### src/rtl/spi_pkg.sv
`default_nettype none
// ============================================================================
// Module   : spi_pkg
// Purpose  : Shared SPI constants and FSM state encoding for master/slave.
// Revision : 1.0 - initial release
// ============================================================================
package spi_pkg;

  localparam int SPI_BITS      = 8;
  localparam int SPI_BIT_W     = $clog2(SPI_BITS);
  localparam bit SPI_LSB_FIRST = 1'b1;
  localparam bit SPI_CPOL      = 1'b0;
  localparam bit SPI_CPHA      = 1'b0;

  localparam logic [2:0] ST_IDLE  = 3'd0;
  localparam logic [2:0] ST_SETUP = 3'd1;
  localparam logic [2:0] ST_HIGH  = 3'd2;
  localparam logic [2:0] ST_LOW   = 3'd3;
  localparam logic [2:0] ST_HOLD  = 3'd4;
  localparam logic [2:0] ST_GAP   = 3'd5;

  typedef enum logic [2:0] {
    S_IDLE  = ST_IDLE,
    S_SETUP = ST_SETUP,
    S_HIGH  = ST_HIGH,
    S_LOW   = ST_LOW,
    S_HOLD  = ST_HOLD,
    S_GAP   = ST_GAP
  } spi_state_e;

endpackage
`default_nettype wire

### src/rtl/spi_phase_timer.sv
`default_nettype none
// ============================================================================
// Module   : spi_phase_timer
// Purpose  : Reloadable down-counter; tc_o marks the last cycle of a phase.
// Revision : 1.0 - initial release
// ============================================================================
module spi_phase_timer #(
  parameter int CLK_DIV = 4,
  parameter int CNT_W   = $clog2(CLK_DIV)
) (
  input  logic clk_i,
  input  logic rst_i,
  input  logic load_i,
  output logic tc_o
);

  localparam logic [CNT_W-1:0] C_RELOAD = CNT_W'(CLK_DIV - 1);

  logic [CNT_W-1:0] r_cnt;

  always_ff @(posedge clk_i or posedge rst_i) begin
    if (rst_i) begin
      r_cnt <= '0;
    end else if (load_i) begin
      r_cnt <= C_RELOAD;
    end else if (r_cnt != '0) begin
      r_cnt <= r_cnt - CNT_W'(1);
    end
  end

  assign tc_o = (r_cnt == '0);

endmodule
`default_nettype wire

### src/rtl/spi_master_driver.sv
`default_nettype none
// ============================================================================
// Module   : spi_master_driver
// Purpose  : Single-byte SPI master, mode 0, LSB first, active-low CS.
// Revision : 1.0 - initial release
// ============================================================================
module spi_master_driver
  import spi_pkg::*;
#(
  parameter int CLK_DIV = 4,
  parameter int CNT_W   = $clog2(CLK_DIV)
) (
  input  logic                clk_i,
  input  logic                rst_i,
  input  logic                start_i,
  input  logic [SPI_BITS-1:0] data_in_bi,
  output logic                ready_o,
  output logic                done_o,
  output logic [SPI_BITS-1:0] data_out_bo,
  input  logic                spi_miso_i,
  output logic                spi_mosi_o,
  output logic                spi_sclk_o,
  output logic                spi_cs_o
);

  generate
    if (CLK_DIV < 2) begin : g_bad_div
      $error("spi_master_driver: CLK_DIV must be 2 or more");
    end
  endgenerate

  spi_state_e             r_state,   w_state;
  logic [SPI_BIT_W-1:0]   r_bit_cnt, w_bit_cnt;
  logic [SPI_BITS-1:0]    r_tx_sr,   w_tx_sr;
  logic [SPI_BITS-1:0]    r_rx_sr,   w_rx_sr;
  logic [SPI_BITS-1:0]    r_dout,    w_dout;
  logic                   r_cs,      w_cs;
  logic                   r_sclk,    w_sclk;
  logic                   r_mosi,    w_mosi;
  logic                   r_ready,   w_ready;
  logic                   r_done,    w_done;
  logic                   w_load;
  logic                   w_tc;

  spi_phase_timer #(
    .CLK_DIV (CLK_DIV),
    .CNT_W   (CNT_W)
  ) u_timer (
    .clk_i  (clk_i),
    .rst_i  (rst_i),
    .load_i (w_load),
    .tc_o   (w_tc)
  );

  always_ff @(posedge clk_i or posedge rst_i) begin
    if (rst_i) begin
      r_state   <= S_IDLE;
      r_bit_cnt <= '0;
      r_tx_sr   <= '0;
      r_rx_sr   <= '0;
      r_dout    <= '0;
      r_cs      <= 1'b1;
      r_sclk    <= SPI_CPOL;
      r_mosi    <= 1'b0;
      r_ready   <= 1'b1;
      r_done    <= 1'b0;
    end else begin
      r_state   <= w_state;
      r_bit_cnt <= w_bit_cnt;
      r_tx_sr   <= w_tx_sr;
      r_rx_sr   <= w_rx_sr;
      r_dout    <= w_dout;
      r_cs      <= w_cs;
      r_sclk    <= w_sclk;
      r_mosi    <= w_mosi;
      r_ready   <= w_ready;
      r_done    <= w_done;
    end
  end

  always_comb begin
    w_state   = r_state;
    w_bit_cnt = r_bit_cnt;
    w_tx_sr   = r_tx_sr;
    w_rx_sr   = r_rx_sr;
    w_dout    = r_dout;
    w_cs      = r_cs;
    w_sclk    = r_sclk;
    w_mosi    = r_mosi;
    w_ready   = r_ready;
    w_done    = 1'b0;
    w_load    = 1'b0;

    case (r_state)
      S_IDLE: begin
        if (start_i) begin
          w_tx_sr   = data_in_bi;
          w_mosi    = data_in_bi[0];
          w_cs      = 1'b0;
          w_ready   = 1'b0;
          w_bit_cnt = '0;
          w_load    = 1'b1;
          w_state   = S_SETUP;
        end
      end
      S_SETUP: begin
        if (w_tc) begin
          w_sclk  = 1'b1;
          w_load  = 1'b1;
          w_state = S_HIGH;
        end
      end
      S_HIGH: begin
        if (w_tc) begin
          w_rx_sr = {spi_miso_i, r_rx_sr[SPI_BITS-1:1]};
          w_sclk  = 1'b0;
          w_load  = 1'b1;
          if (r_bit_cnt == SPI_BIT_W'(SPI_BITS - 1)) begin
            w_state = S_HOLD;
          end else begin
            // Next MOSI bit is launched on the falling edge, ahead of the next rise
            w_tx_sr   = r_tx_sr >> 1;
            w_mosi    = r_tx_sr[1];
            w_bit_cnt = r_bit_cnt + 1'b1;
            w_state   = S_LOW;
          end
        end
      end
      S_LOW: begin
        if (w_tc) begin
          w_sclk  = 1'b1;
          w_load  = 1'b1;
          w_state = S_HIGH;
        end
      end
      S_HOLD: begin
        if (w_tc) begin
          w_cs    = 1'b1;
          w_mosi  = 1'b0;
          w_dout  = r_rx_sr;
          w_done  = 1'b1;
          w_load  = 1'b1;
          w_state = S_GAP;
        end
      end
      S_GAP: begin
        if (w_tc) begin
          w_ready = 1'b1;
          w_state = S_IDLE;
        end
      end
      default: begin
        w_cs    = 1'b1;
        w_sclk  = SPI_CPOL;
        w_mosi  = 1'b0;
        w_ready = 1'b1;
        w_state = S_IDLE;
      end
    endcase
  end

  assign ready_o     = r_ready;
  assign done_o      = r_done;
  assign data_out_bo = r_dout;
  assign spi_mosi_o  = r_mosi;
  assign spi_sclk_o  = r_sclk;
  assign spi_cs_o    = r_cs;

endmodule
`default_nettype wire
### config.mk
export PLATFORM = sky130hd
export DESIGN_NAME = spi_master_driver
export DESIGN_NICKNAME = d
export VERILOG_FILES = /design/src/rtl/spi_pkg.sv /design/src/rtl/spi_phase_timer.sv /design/src/rtl/spi_master_driver.sv
export SDC_FILE = /design/constraint.sdc
export NUM_CORES = 1
export LEC_CHECK = 0
export CAP_MARGIN = 20
export CELL_PAD_IN_SITES_DETAIL_PLACEMENT = 0
export CELL_PAD_IN_SITES_GLOBAL_PLACEMENT = 2
export CORE_ASPECT_RATIO = 1.25
export CORE_MARGIN = 2
export CORE_UTILIZATION = 37
export DETAILED_ROUTE_END_ITERATION = 8
export PLACE_DENSITY_LB_ADDON = 0.3
export SLEW_MARGIN = 10
export SYNTH_ARGS = -nofsm -noshare
export SYNTH_HDL_FRONTEND = slang
export SYNTH_SLANG_ARGS = --single-unit
### constraint.sdc
create_clock -name clk_i -period 2.6 [get_ports clk_i]
set_input_delay 0.39 -clock clk_i [delete_from_list [all_inputs] [get_ports clk_i]]
set_output_delay 0.39 -clock clk_i [all_outputs]
set_load 0.02 [all_outputs]
==> flow_summary.yaml <==
final_layout:
  drive_above_1_share_pct: 33.54
  synthToLayoutAreaGrowth_pct: 22.68
  antenna_cells: 0
  nets: 172
  final_cell_count_no_fill: 218
floorplanning:
  rows: 28
  die_w_um: 65.59
  initial_utilization_pct: 37.65
  die_h_um: 80.98
  coreArea_sq_um: 4659
  ios: 25
  dieArea_sq_um: 5311
sta:
  rsz0062_at_grt: "false"
  setup_viol: 0
  clock.fmax_mhz: 484.7
  finalMaxSlewViolations: 0
  fin_crit_sh_pct: 79.35
  tightestPinTransition_ns: 0.6597
  skew_ns: 0.002835
  slew_headroom_pct: 56.02
  min_period_ns: 2.063
  setup_tns_ns: 0
  hold_violations: 0
place:
  dpl.hpwl_um: 2197
  placed_cells: 210
  io_buffers: 24
  gp_congestion: 0.7258
setup_path:
  cp_slowest_stage_delay_ns: 0.43
  worstSetupStartpointType: "flip-flop"
  crit_type: "flip-flop to flip-flop"
  endpoint_kind: "flip-flop"
  cp_top_family: "adder cells"
  cp.required_ns: 2.77
  worst_r2r_path_depth: 5
  cp_common_cell: "ha_1"
  rr_startpoint: "r_bit_cnt[0]"
  crit_arrival_ns: 2.24
  cp_num_cells: 5
  worstPathCellList: "ha_1, ha_1, nand3b_1, a211oi_4, mux2_2"
  setup.worst_path.end: "r_tx_sr[2]"
  worstReg2RegEnd: "r_tx_sr[2]"
  crit_path_top_delay_cell: "a211oi_4"
  critPathBufInv: 0
  crit_path_start: "r_bit_cnt[0]"
  r2r_slack_ns: 0.54
  crit_fanout: 6
clocking:
  cts_root_buf: "clkbuf_8"
  cts_tree: "done"
  cts_num_sinks: 36
  ctsResizeCount: 0
  clkLatencyLatePin_ns: 0.29
  h-tree-depth: 2
  hold_buffers: 0
  clk_pin_slew_worst_paths_ns: 0.07
  cts_max_path_buffers: 2
  cts_made_buffers: 5
  post_cts_buffers: 0
global_route:
  antenna_found_initial: 0
  grt.total_usage_pct: 13.50
  use_met2_pct: 23.78
  grt_max_degree: 37
  grt_util_met1_pct: 14.72
  grt.overflow.total: 0
  grt_pass1_vias: 1191
  grt.busiest_layer: "met2"
  use_met3_pct: 3.878
  grt_pass1_wl_um: 5313
synthesis:
  synth_cells: 131
  seq_area_frac_synth_pct: 51.50
  syn_nets: 146
  synth.distinct_cells: 38
  ys_ff_latch: 36
  synth.top_cell.area_share_pct: 48.50
  yosys_warnings: 0
  avgSynthCellArea_sq_um: 13.39
  yosys.area.top_type: "dfrtp_1"
  syn_area_sq_um: 1754
  synthTopCellsByArea: "dfrtp_1 49%, mux2_2 19%, dfstp_2 3.0%"
hold_path:
  hp-class: "flip-flop to flip-flop"
  min_from: "r_tx_sr[7]"
detailed_routing:
  routed_via_density: 4.995
  vias: 1089
  post_drt_wl_per_cell_um: 14.25
  postRouteAntennaNets: 0
  drt-initial-drc-count: 57
  route.detailed.drc: 0
  wirelength_um: 3106
  firstDrtPassIters: 4
status:
  outcome: "completed"
pwr:
  p_per_area_nw_per_um2: 532.9
  p_leak_nw: 0.9164
  peakVddDrop_mv: 0.3794
run:
  cap_violations: 0
==> synth_stat cells, drive strengths merged <==
| master | n |
|---|---|
| nand4bb | 1 |
| a211o | 1 |
| dfrtp | 34 |
| mux2 | 31 |
| nor3b | 4 |
| and4bb | 1 |
| o21bai | 2 |
| a21oi | 8 |
| nand2b | 3 |
| dfstp | 2 |
| o2bb2ai | 1 |
| nand3b | 2 |
| a31o | 1 |
| or3b | 1 |
| nand2 | 4 |
| nor2 | 4 |
| nand4 | 1 |
| nor3 | 1 |
| a22o | 2 |
| inv | 5 |
| o21ai | 2 |
| o21a | 1 |
| or4bb | 1 |
| a211oi | 1 |
| or4b | 1 |
| o22ai | 1 |
| buf | 7 |
| ha | 3 |
| mux2i | 2 |
| clkbuf | 1 |
| nor2b | 2 |
==> where the power goes <==
group | internal (mW) | total [mW] | switching [mW]
clock | 0.338 | 0.533 | 0.195
sequential | 0.566 | 0.570 | 0.00396
combinational | 0.0255 | 0.0439 | 0.0183
==> worst min path at each step <==
stage | to | slack, ns | cells after the start
CTS | u_timer.r_cnt[0] | 0.50 | 3
global placement | spi_mosi_o | 0.48 | 1
finish | r_tx_sr[7] | 0.49 | 1
global route | r_tx_sr[7] | 0.51 | 1
detailed placement | r_tx_sr[7] | 0.48 | 1
floorplan | r_tx_sr[7] | 0.45 | 1
==> flip-flops by register name (all words and copies together) (netlist names), 2 cells and up <==
name	cells
r_state	3
data_out_bo	8
u_timer.r_cnt	2
r_tx_sr	7
r_bit_cnt	3
r_rx_sr	8
==> stage by stage <==
stage                     setup WS (ns)  total power [mW]  util (%)  instance area, sq um  hold WS [ns]
after floorplan                  0.7521            0.5997         -                  1754        0.4507
after global placement           0.6265            0.6253     43.47                  2026        0.4754
after detailed placement         0.5300            0.6261     43.47                  2026        0.4759
after CTS                        0.5191             1.168     46.19                  2152        0.4961
after global routing             0.4401             1.189     46.19                  2152        0.5073
final                            0.5369             1.147     46.19                  2152        0.4920
==> cell usage in the layout, fill, tap and decap left out, types with 3 or more instances in the layout <==
cell type	n
inv_1	5
mux2_2	30
dfrtp_1	34
buf_4	3
clkdlybuf4s50_1	24
clkbuf_8	7
ha_1	3
nor2_1	3
a21oi_1	8
nand2_1	4
nor3b_1	3
==> cell families after synthesis <==
group | after synthesis | share of synthesized area [%]
flip-flops | 36 | 51.50
AO/OA/AOI/OAI | 20 | 8.203
adder cells (fa/ha/maj) | 3 | 2.140
buffers and inverters | 13 | 4.850
multiplexers | 33 | 21.04
AND/OR/NAND/NOR | 26 | 12.27
==> cell type report <==
cell class	instances	area, sq um
fillers	445	2507
flip-flops and latches	36	903.4
multi-input cells	82	765.7
repair buffers	27	262.8
clock buffers	7	96.34
well taps	60	75.07
clock inverters	1	30.03
inverters	5	18.77
==> per-layer routing <==
layer	vias to the layer above	routed length, um
li1	521	-
met5	-	0
met1	544	1257
met4	0	65
met2	17	1663
met3	7	118
Power figures use the tool's default switching activity.
